## src/rtl/sipo_frame_ctrl.sv

```systemverilog
// Serial-in/parallel-out frame controller: start, WIDTH qualified bits, valid/ready hand-off.
// Optional even-parity bit after the data bits when SIPO_PARITY_EN is defined.
module sipo_frame_ctrl #(
   parameter int WIDTH     = 4,
   parameter bit MSB_FIRST = 1'b1
) (
   input  logic             clk,
   input  logic             rst,
   input  logic             start,
   input  logic             bit_valid,
   input  logic             data_in,
   input  logic             out_ready,
   output logic             busy,
   output logic             out_valid,
   output logic [WIDTH-1:0] data_out,
   output logic             overrun,
   output logic             parity_err,
   output logic [7:0]       frame_cnt
);
   // state  | meaning
   // IDLE   | waiting for start; bit_valid ignored
   // SHIFT  | collecting WIDTH data bits
   // PARITY | waiting for the even-parity bit (SIPO_PARITY_EN only)
   // HOLD   | word presented on out_valid/data_out until out_ready
   typedef enum logic [1:0] {IDLE, SHIFT, PARITY, HOLD} state_t;

   localparam int CNT_W = $clog2(WIDTH + 1);

   state_t             state_q, state_d;
   logic [WIDTH-1:0]   sreg_q, sreg_d, sreg_shift;
   logic [CNT_W-1:0]   cnt_q, cnt_d;
   logic [WIDTH-1:0]   data_out_q, data_out_d;
   logic               out_valid_q, out_valid_d;
   logic               busy_q, busy_d;
   logic               overrun_q, overrun_d;
   logic [7:0]         frame_cnt_q, frame_cnt_d;
`ifdef SIPO_PARITY_EN
   logic               parity_err_q, parity_err_d;
`endif

   always_comb begin
      state_d     = state_q;
      sreg_d      = sreg_q;
      cnt_d       = cnt_q;
      data_out_d  = data_out_q;
      out_valid_d = out_valid_q;
      overrun_d   = overrun_q;
      frame_cnt_d = frame_cnt_q;
`ifdef SIPO_PARITY_EN
      parity_err_d = parity_err_q;
`endif
      sreg_shift = MSB_FIRST ? {sreg_q[WIDTH-2:0], data_in} : {data_in, sreg_q[WIDTH-1:1]};

      case (state_q)
         IDLE: begin
            if (start) begin
               state_d   = SHIFT;
               cnt_d     = '0;
               sreg_d    = '0;
               overrun_d = 1'b0;
`ifdef SIPO_PARITY_EN
               parity_err_d = 1'b0;
`endif
            end
         end
         SHIFT: begin
            if (bit_valid) begin
               sreg_d = sreg_shift;
               cnt_d  = cnt_q + CNT_W'(1);
               if (cnt_q == CNT_W'(WIDTH - 1)) begin
                  data_out_d = sreg_shift;
`ifdef SIPO_PARITY_EN
                  state_d = PARITY;
`else
                  state_d     = HOLD;
                  out_valid_d = 1'b1;
`endif
               end
            end
         end
`ifdef SIPO_PARITY_EN
         PARITY: begin
            // data_out already holds the data bits, so parity is checked against it
            if (bit_valid) begin
               parity_err_d = (^data_out_q) ^ data_in;
               state_d      = HOLD;
               out_valid_d  = 1'b1;
            end
         end
`endif
         HOLD: begin
            if (bit_valid) overrun_d = 1'b1;
            if (out_ready) begin
               state_d     = IDLE;
               out_valid_d = 1'b0;
               frame_cnt_d = frame_cnt_q + 8'd1;
            end
         end
         default: state_d = IDLE;
      endcase

      busy_d = (state_d != IDLE);
   end

   always_ff @(posedge clk or posedge rst) begin
      if (rst) begin
         state_q     <= IDLE;
         sreg_q      <= '0;
         cnt_q       <= '0;
         data_out_q  <= '0;
         out_valid_q <= 1'b0;
         busy_q      <= 1'b0;
         overrun_q   <= 1'b0;
         frame_cnt_q <= '0;
`ifdef SIPO_PARITY_EN
         parity_err_q <= 1'b0;
`endif
      end else begin
         state_q     <= state_d;
         sreg_q      <= sreg_d;
         cnt_q       <= cnt_d;
         data_out_q  <= data_out_d;
         out_valid_q <= out_valid_d;
         busy_q      <= busy_d;
         overrun_q   <= overrun_d;
         frame_cnt_q <= frame_cnt_d;
`ifdef SIPO_PARITY_EN
         parity_err_q <= parity_err_d;
`endif
      end
   end

   assign busy      = busy_q;
   assign out_valid = out_valid_q;
   assign data_out  = data_out_q;
   assign overrun   = overrun_q;
   assign frame_cnt = frame_cnt_q;
`ifdef SIPO_PARITY_EN
   assign parity_err = parity_err_q;
`else
   assign parity_err = 1'b0;
`endif

endmodule

```

## config.mk

```make
export PLATFORM = sky130hd
export DESIGN_NAME = sipo_frame_ctrl
export DESIGN_NICKNAME = d
export VERILOG_FILES = /design/src/rtl/sipo_frame_ctrl.sv
export SDC_FILE = /design/constraint.sdc
export NUM_CORES = 1
export LEC_CHECK = 0
export ABC_CLOCK_PERIOD_IN_PS = 1250
export CORE_UTILIZATION = 44
export DETAILED_ROUTE_END_ITERATION = 7
export PLACE_DENSITY = 0.81
export SLEW_MARGIN = 20
export SYNTH_ARGS = -nofsm -noshare
export SYNTH_HDL_FRONTEND = slang
export SYNTH_SLANG_ARGS = --single-unit
```

## constraint.sdc

```tcl
create_clock -name clk -period 1.25 [get_ports clk]
set_input_delay 0.25 -clock clk [delete_from_list [all_inputs] [get_ports clk]]
set_output_delay 0.25 -clock clk [all_outputs]
set_load 0.02 [all_outputs]
```

==> reports/results.tsv, run 1 <==
stage	metric	value	unit
drt	via/cell ratio	5.07	
critical_path	crit end category	flip-flop	
die	Die Y-Extent	50.6	µm
yosys	Post-synth ARST share	1.00	
die	Starting Density	0.471	
timing	Slew Limit Fails	0	
drt	Avg WL per Cell	12.5	µm
power_and_ir_drop	Pwr Total	3.16	mW
timing	Final period util	1.03	
critical_path	reg2reg path depth	4	
yosys	Seq cells post-synth	23	
die	Core Box Area	2210	µm²
die	die span in x	50.6	µm
global_route	grt ovf	0	
placement	Post-Place Cells	150	
placement	Final HPWL DP	1480	µm
yosys	Synthesized Nets	94	
cells_and_area	share of cells above drive strength 1	0.444	
timing	final hold vios	0	
placement	# port buffers	20	
yosys	Seq/Total Area, Yosys	0.553	
die	Cell Rows	17	
timing	clock skew	0.00830	ns
timing	Tmin final	1.29	ns
cts	clk buf depth	2	
critical_path	RR Startpoint	cnt_q[0]	
cts	clk slew on worst S/H paths	0.12	ns
drt	Routed WL	2020	µm
critical_path	reg2reg setup slack	-0.04	ns
cts	CTS Buf Count	3	
timing	post-route setup slack	-0.0354	ns
critical_path	Crit Path Class	flip-flop to flip-flop	
yosys	Syn Inst Count	85	
cts	clock sink count	23	
cts	CTS root buf	clkbuf_4	
drt	vias	816	
critical_path	CP arrival	1.50	ns
global_route	largest net degree at the start of global routing	24	
cells_and_area	Non-Filler Instances	161	
critical_path	Max FO, Critical Path	6	
cells_and_area	fin nets	143	
drt	DRC Markers	0	
critical_path	reg-to-reg endpoint	data_out[0]	
yosys	Mapped Area	1040	µm²
critical_path	Worst Setup SP	cnt_q[0]	
global_route	first-pass GRT wire length	3450	µm
yosys	area leader, netlist	dfrtp_1	
yosys	Cell variety after synth	23	
yosys	Synth area leaders	dfrtp_1 (55%), a22o_1 (8.4%), mux2_1 (5.4%), ha_1 (3.6%), xor2_1 (3.4%)	
cells_and_area	most frequent cells in the layout	buf_4 (27), dfrtp_1 (23), a22o_1 (10)	
yosys	syn avg cell area	12.2	µm²
cts	H-tree depth	1	
timing	setup violators final	4	
critical_path	crit path to	data_out[0]	
timing	Max Fclk	0.778	GHz
status	status	finished, violations left	
critical_path	Worst setup SP type	flip-flop	
yosys	yosys warns	0	
die	total die area	2560	µm²
cells_and_area	Layout Area Growth over Synthesis	42.1	%
cells_and_area	most common cell after layout, fill and taps aside	buf_4	
global_route	vias in the first global route	799	
die	Ports	22	
power_and_ir_drop	PwrDens	2140	nW/µm²
global_route	initial antenna violation count	0	
cts	clock latency on the worst-skew pair	0.31	ns
global_route	total track usage	0.185	
yosys	Synth Flop Type	dfrtp_1	
power_and_ir_drop	peak supply drop	1.12	mV
drt	ANT nets after route	0	
placement	Routability Congestion	0.773	
job	maxcap violations	0	
drt	Initial DRC Count	9	
yosys	Post-synth EDFFs	0	
status	failing checks	negative setup slack	
hold_path	Min-Delay Path Class	primary input to asynchronous set/reset pin	
drt	drt first pass iters	4	
cells_and_area	n_diodes	0	
power_and_ir_drop	LEAKAGE	0.769	nW
yosys	post-synth top area share	0.553	
timing	RSZ-0062 raised after global routing	true	
cts	TritonCTS clock tree	yes	
timing	TNS Setup	-0.133	ns
critical_path	worst endpoint required time	1.46	ns
## cell usage after synthesis (all sizes together) (2+ instances only)
| cell type | count |
|---|---|
| a22o | 10 |
| buf | 3 |
| nor2 | 2 |
| nand4 | 4 |
| nand2b | 2 |
| and3 | 2 |
| dfrtp | 23 |
| nand2 | 8 |
| ha | 3 |
| mux2 | 5 |
| xnor2 | 3 |
| a21oi | 3 |
| nor3 | 2 |
| xor2 | 4 |
| inv | 4 |
## worst max-delay path, cell delays in order, from the launching register on
cell and delay, ns:
dfrtp_1 0.40, ha_2 0.20, ha_4 0.16, nand3_4 0.12, mux2_4 0.31
## logic make-up (layout without fill, tap and decap cells)
family          after synthesis  after routing  share of synthesized area
flops                        23             23                      0.553
simple gates                 22             22                      0.132
compound gates               16             16                      0.117
xor+xnor                      7              7                     0.0589
buf+inv                       7             55                     0.0361
mux                           6              6                     0.0637
fa+ha+maj                     3              3                     0.0361
other cells                   1              1                    0.00360
## layer usage
metal	routed length [µm]	share of wire	vias to the layer above	GRT usage
met5	0	0	-	0
met4	45	0.022	0	0.0972
met3	52	0.026	5	0.0182
met2	979	0.49	14	0.302
met1	940	0.47	400	0.241
li1	-	-	397	-
## stage by stage
| step | utilization | setup slack [ns] | hold WS (ns) | area (µm²) |
|---|---|---|---|---|
| 4_1_cts | 0.673 | -0.0382 | 0.266 | 1490 |
| 6_report | 0.669 | -0.0354 | 0.261 | 1480 |
| 5_1_grt | 0.669 | -0.0699 | 0.273 | 1480 |
| 3_3_place_gp | 0.652 | -0.261 | 0.455 | 1440 |
| 3_5_place_dp | 0.652 | -0.292 | 0.462 | 1440 |
| 2_1_floorplan | - | -0.00442 | 0.252 | 1080 |
## how the worst min path moves through the flow
stage | slack [ns] | end | depth (start not counted) | from
2_1_floorplan | 0.25 | busy | 1 | rst
3_3_place_gp | 0.45 | frame_cnt[7] | 1 | frame_cnt[7]
3_5_place_dp | 0.46 | frame_cnt[7] | 1 | frame_cnt[7]
4_1_cts | 0.27 | sreg_q[2] | 3 | rst
5_1_grt | 0.27 | data_out[2] | 3 | rst
6_report | 0.26 | data_out[2] | 3 | rst
## where the power goes
| group | internal [mW] | switching [mW] |
|---|---|---|
| sequential | 1.01 | 0.178 |
| combinational | 0.872 | 0.758 |
| clock | 0.125 | 0.217 |
## what timing repair did
item / in CTS / in global routing
gates cloned: 0 / 0
pin swaps: 1 / 1
setup endpoints to repair: 25 / 24
hold buffers: 0 / 0
setup buffers: 2 / 5
gates resized for setup: 44 / 11
## registers in the layout, summed over array words and instances (netlist names)
signal and cells:
state_q 2, overrun 1, frame_cnt 8, out_valid 1, busy 1, cnt_q 3
sreg_q 3, data_out 4
## final cells by class
| type | count | area (µm²) |
|---|---|---|
| fill | 174 | 733 |
| timing repair buffer | 47 | 353 |
| clock buffer | 4 | 26.3 |
| sequential | 23 | 576 |
| inverter | 4 | 15.0 |
| multi-input combinational | 55 | 474 |
| tap | 28 | 35.0 |
Power figures use the tool's default switching activity.
==> run 2: changes to the inputs <==
--- a/config.mk
+++ b/config.mk
@@ -6,10 +6,12 @@
 export NUM_CORES = 1
 export LEC_CHECK = 0
 export ABC_CLOCK_PERIOD_IN_PS = 1250
-export CORE_UTILIZATION = 44
+export CORE_UTILIZATION = 46
+export CTS_BUF_LIST = sky130_fd_sc_hd__clkbuf_8
 export DETAILED_ROUTE_END_ITERATION = 7
-export PLACE_DENSITY = 0.81
+export PLACE_DENSITY = 0.84
 export SLEW_MARGIN = 20
 export SYNTH_ARGS = -nofsm -noshare
 export SYNTH_HDL_FRONTEND = slang
 export SYNTH_SLANG_ARGS = --single-unit
+export TNS_END_PERCENT = 30
==> constraint.sdc (replaced) <==
create_clock -name clk -period 1.25 [get_ports clk]
set_input_delay 0.125 -clock clk [delete_from_list [all_inputs] [get_ports clk]]
set_output_delay 0.125 -clock clk [all_outputs]
set_load 0.02 [all_outputs]
==> reports/results.tsv, run 2 (synthesized netlist as in run 1, its figures left out) <==
stage	metric	value	unit	change
drt	drt first pass iters	4		unchanged
global_route	first-pass GRT wire length	3690	µm	+7.0%
drt	via/cell ratio	5.16		+1.8%
critical_path	Crit Path Class	flip-flop to flip-flop		
global_route	largest net degree at the start of global routing	24		unchanged
cells_and_area	final instance area	1450	µm²	-1.7%
drt	Avg WL per Cell	13.8	µm	+10%
critical_path	crit path to	data_out[3]		
die	die span in x	49.6	µm	-2.1%
power_and_ir_drop	LEAKAGE	0.757	nW	-1.6%
timing	post-route setup slack	-0.0299	ns	+0.00559 ns
timing	clock skew	0.00110	ns	-0.00720 ns
cts	clk buf depth	2		unchanged
critical_path	reg-to-reg endpoint	data_out[3]		
die	Starting Density	0.510		+0.0392
cts	CTS Buf Count	3		unchanged
hold_path	Min-Delay Path Class	primary input to asynchronous set/reset pin		
die	total die area	2460	µm²	-4.2%
cells_and_area	Layout Utilization	0.712		+0.0435
critical_path	worst endpoint required time	1.40	ns	-0.06 ns
cts	clock latency on the worst-skew pair	0.26	ns	-0.05 ns
timing	Final period util	1.02		-0.00447
cells_and_area	fin nets	134		-6.3%
global_route	initial antenna violation count	0		unchanged
power_and_ir_drop	PwrDens	2170	nW/µm²	+1.4%
cts	# hold bufs at CTS	0		unchanged
global_route	grt ovf	0		unchanged
placement	# port buffers	20		unchanged
critical_path	Max FO, Critical Path	6		unchanged
global_route	total track usage	0.206		+0.0209
critical_path	critical path's slowest cell	dfrtp_1		
timing	Slew Limit Fails	0		unchanged
critical_path	max incr delay on CP	0.39	ns	about the same
cells_and_area	n_diodes	0		unchanged
cells_and_area	share of cells above drive strength 1	0.274		-0.169
cells_and_area	Layout Area Growth over Synthesis	39.7	%	
cts	TritonCTS clock tree	yes		
critical_path	reg2reg setup slack	-0.03	ns	about the same
timing	RSZ-0062 raised after global routing	true		
job	maxcap violations	0		unchanged
cells_and_area	Largest register FFs	8		unchanged
timing	setup violators final	4		unchanged
timing	final hold vios	0		unchanged
cts	CTS root buf	clkbuf_8		
critical_path	CP arrival	1.43	ns	-0.07 ns
placement	Routability Congestion	0.761		-1.6%
die	Cell Rows	16		-1
critical_path	worst path cell trace	ha_2 > ha_4 > nand3_4 > mux2_4		
status	failing checks	negative setup slack		
drt	Initial DRC Count	12		+3
die	Core Box Area	2040	µm²	-7.7%
critical_path	Worst Setup SP	cnt_q[1]		
critical_path	crit end category	flip-flop		
global_route	vias in the first global route	802		+0.38%
critical_path	RR Startpoint	cnt_q[1]		
cts	clk slew on worst S/H paths	0.08	ns	-0.04 ns
cells_and_area	most common cell after layout, fill and taps aside	dfrtp_1		
drt	ANT nets after route	0		unchanged
critical_path	reg2reg path depth	4		unchanged
placement	Post-DP Area	1430	µm²	-1.1%
cells_and_area	most frequent cells in the layout	dfrtp_1 (22), buf_4 (18), dlygate4sd2_1 (15)		
power_and_ir_drop	Pwr Total	3.15	mW	-0.27%
timing	Tmin final	1.28	ns	-0.00559 ns
drt	Routed WL	2090	µm	+3.4%
cts	clock sink count	23		unchanged
cts	H-tree depth	1		unchanged
status	status	finished, violations left		
die	Ports	22		unchanged
drt	DRC Markers	0		unchanged
die	Die Y-Extent	49.6	µm	-2.1%
timing	Max Fclk	0.781	GHz	+0.44%
power_and_ir_drop	peak supply drop	1.30	mV	+16%
drt	vias	779		-4.5%
critical_path	Worst setup SP type	flip-flop		
placement	Final HPWL DP	1530	µm	+3.2%
[run 2: cell types whose count changed in the layout (fill, tap and decap cells not counted), moves of 3 or more]
| cell | delta |
|---|---|
| buf_2 | -7 |
| dlygate4sd2_1 | +15 |
| clkdlybuf4s15_2 | -4 |
| buf_4 | -9 |
| clkbuf_2 | -4 |
| clkbuf_8 | +3 |
| clkbuf_4 | -3 |
[run 2: critical path, delay by kind of cell, from the launching register on]
family / cells / cell delay, ns
fa+ha+maj: 2 / 0.36
flops: 1 / 0.39
mux: 1 / 0.31
simple gates: 1 / 0.12
[run 2: worst min path at each step]
stage,slack (ns),endpoint,from,depth (start not counted)
5_1_grt,0.25,out_valid,rst,3
6_report,0.20,out_valid,rst,3
4_1_cts,0.21,frame_cnt[5],rst,3
3_3_place_gp,0.46,frame_cnt[7],frame_cnt[7],1
2_1_floorplan,0.13,busy,rst,1
3_5_place_dp,0.46,frame_cnt[7],frame_cnt[7],1
[run 2: area by class of cell]
type                            instances  area (µm²)
Inverter                                4        15.0
Timing Repair Buffer                   38         317
Multi-Input combinational cell         55         467
Sequential cell                        23         577
Clock buffer                            3        41.3
Clock inverter                          1        3.75
Tap cell                               27        33.8
Fill cell                             169         588
[run 2: per-layer routing]
layer,track usage,share of wire,vias to the layer above
met2,0.351,0.52,13
li1,-,-,379
met5,0,0,-
met4,0.100,0.0053,0
met3,0.0370,0.022,2
met1,0.247,0.45,385
[run 2: where the power goes]
part           switching, mW  total, mW  internal (mW)
sequential             0.217       1.23           1.02
clock                  0.232      0.451          0.219
combinational          0.699       1.47          0.768
total                   1.15       3.15           2.00
[run 2: metrics by stage]
step / hold slack [ns] / setup TNS (ns) / cells / setup WS [ns]
detailed placement: 0.458 / -1.63 / 147 / -0.169
global route: 0.247 / -0.228 / 151 / -0.0637
CTS: 0.211 / -0.0996 / 151 / -0.0287
floorplan: 0.127 / -0.0177 / 85 / -0.00442
global placement: 0.459 / -1.13 / 147 / -0.137
finish: 0.203 / -0.113 / 151 / -0.0299
[run 2: what timing repair did]
item                       4_1_cts  5_1_grt
setup endpoints to repair       20        7
setup buffers                    0        0
resized for setup               16        1
gates cloned                     0        0
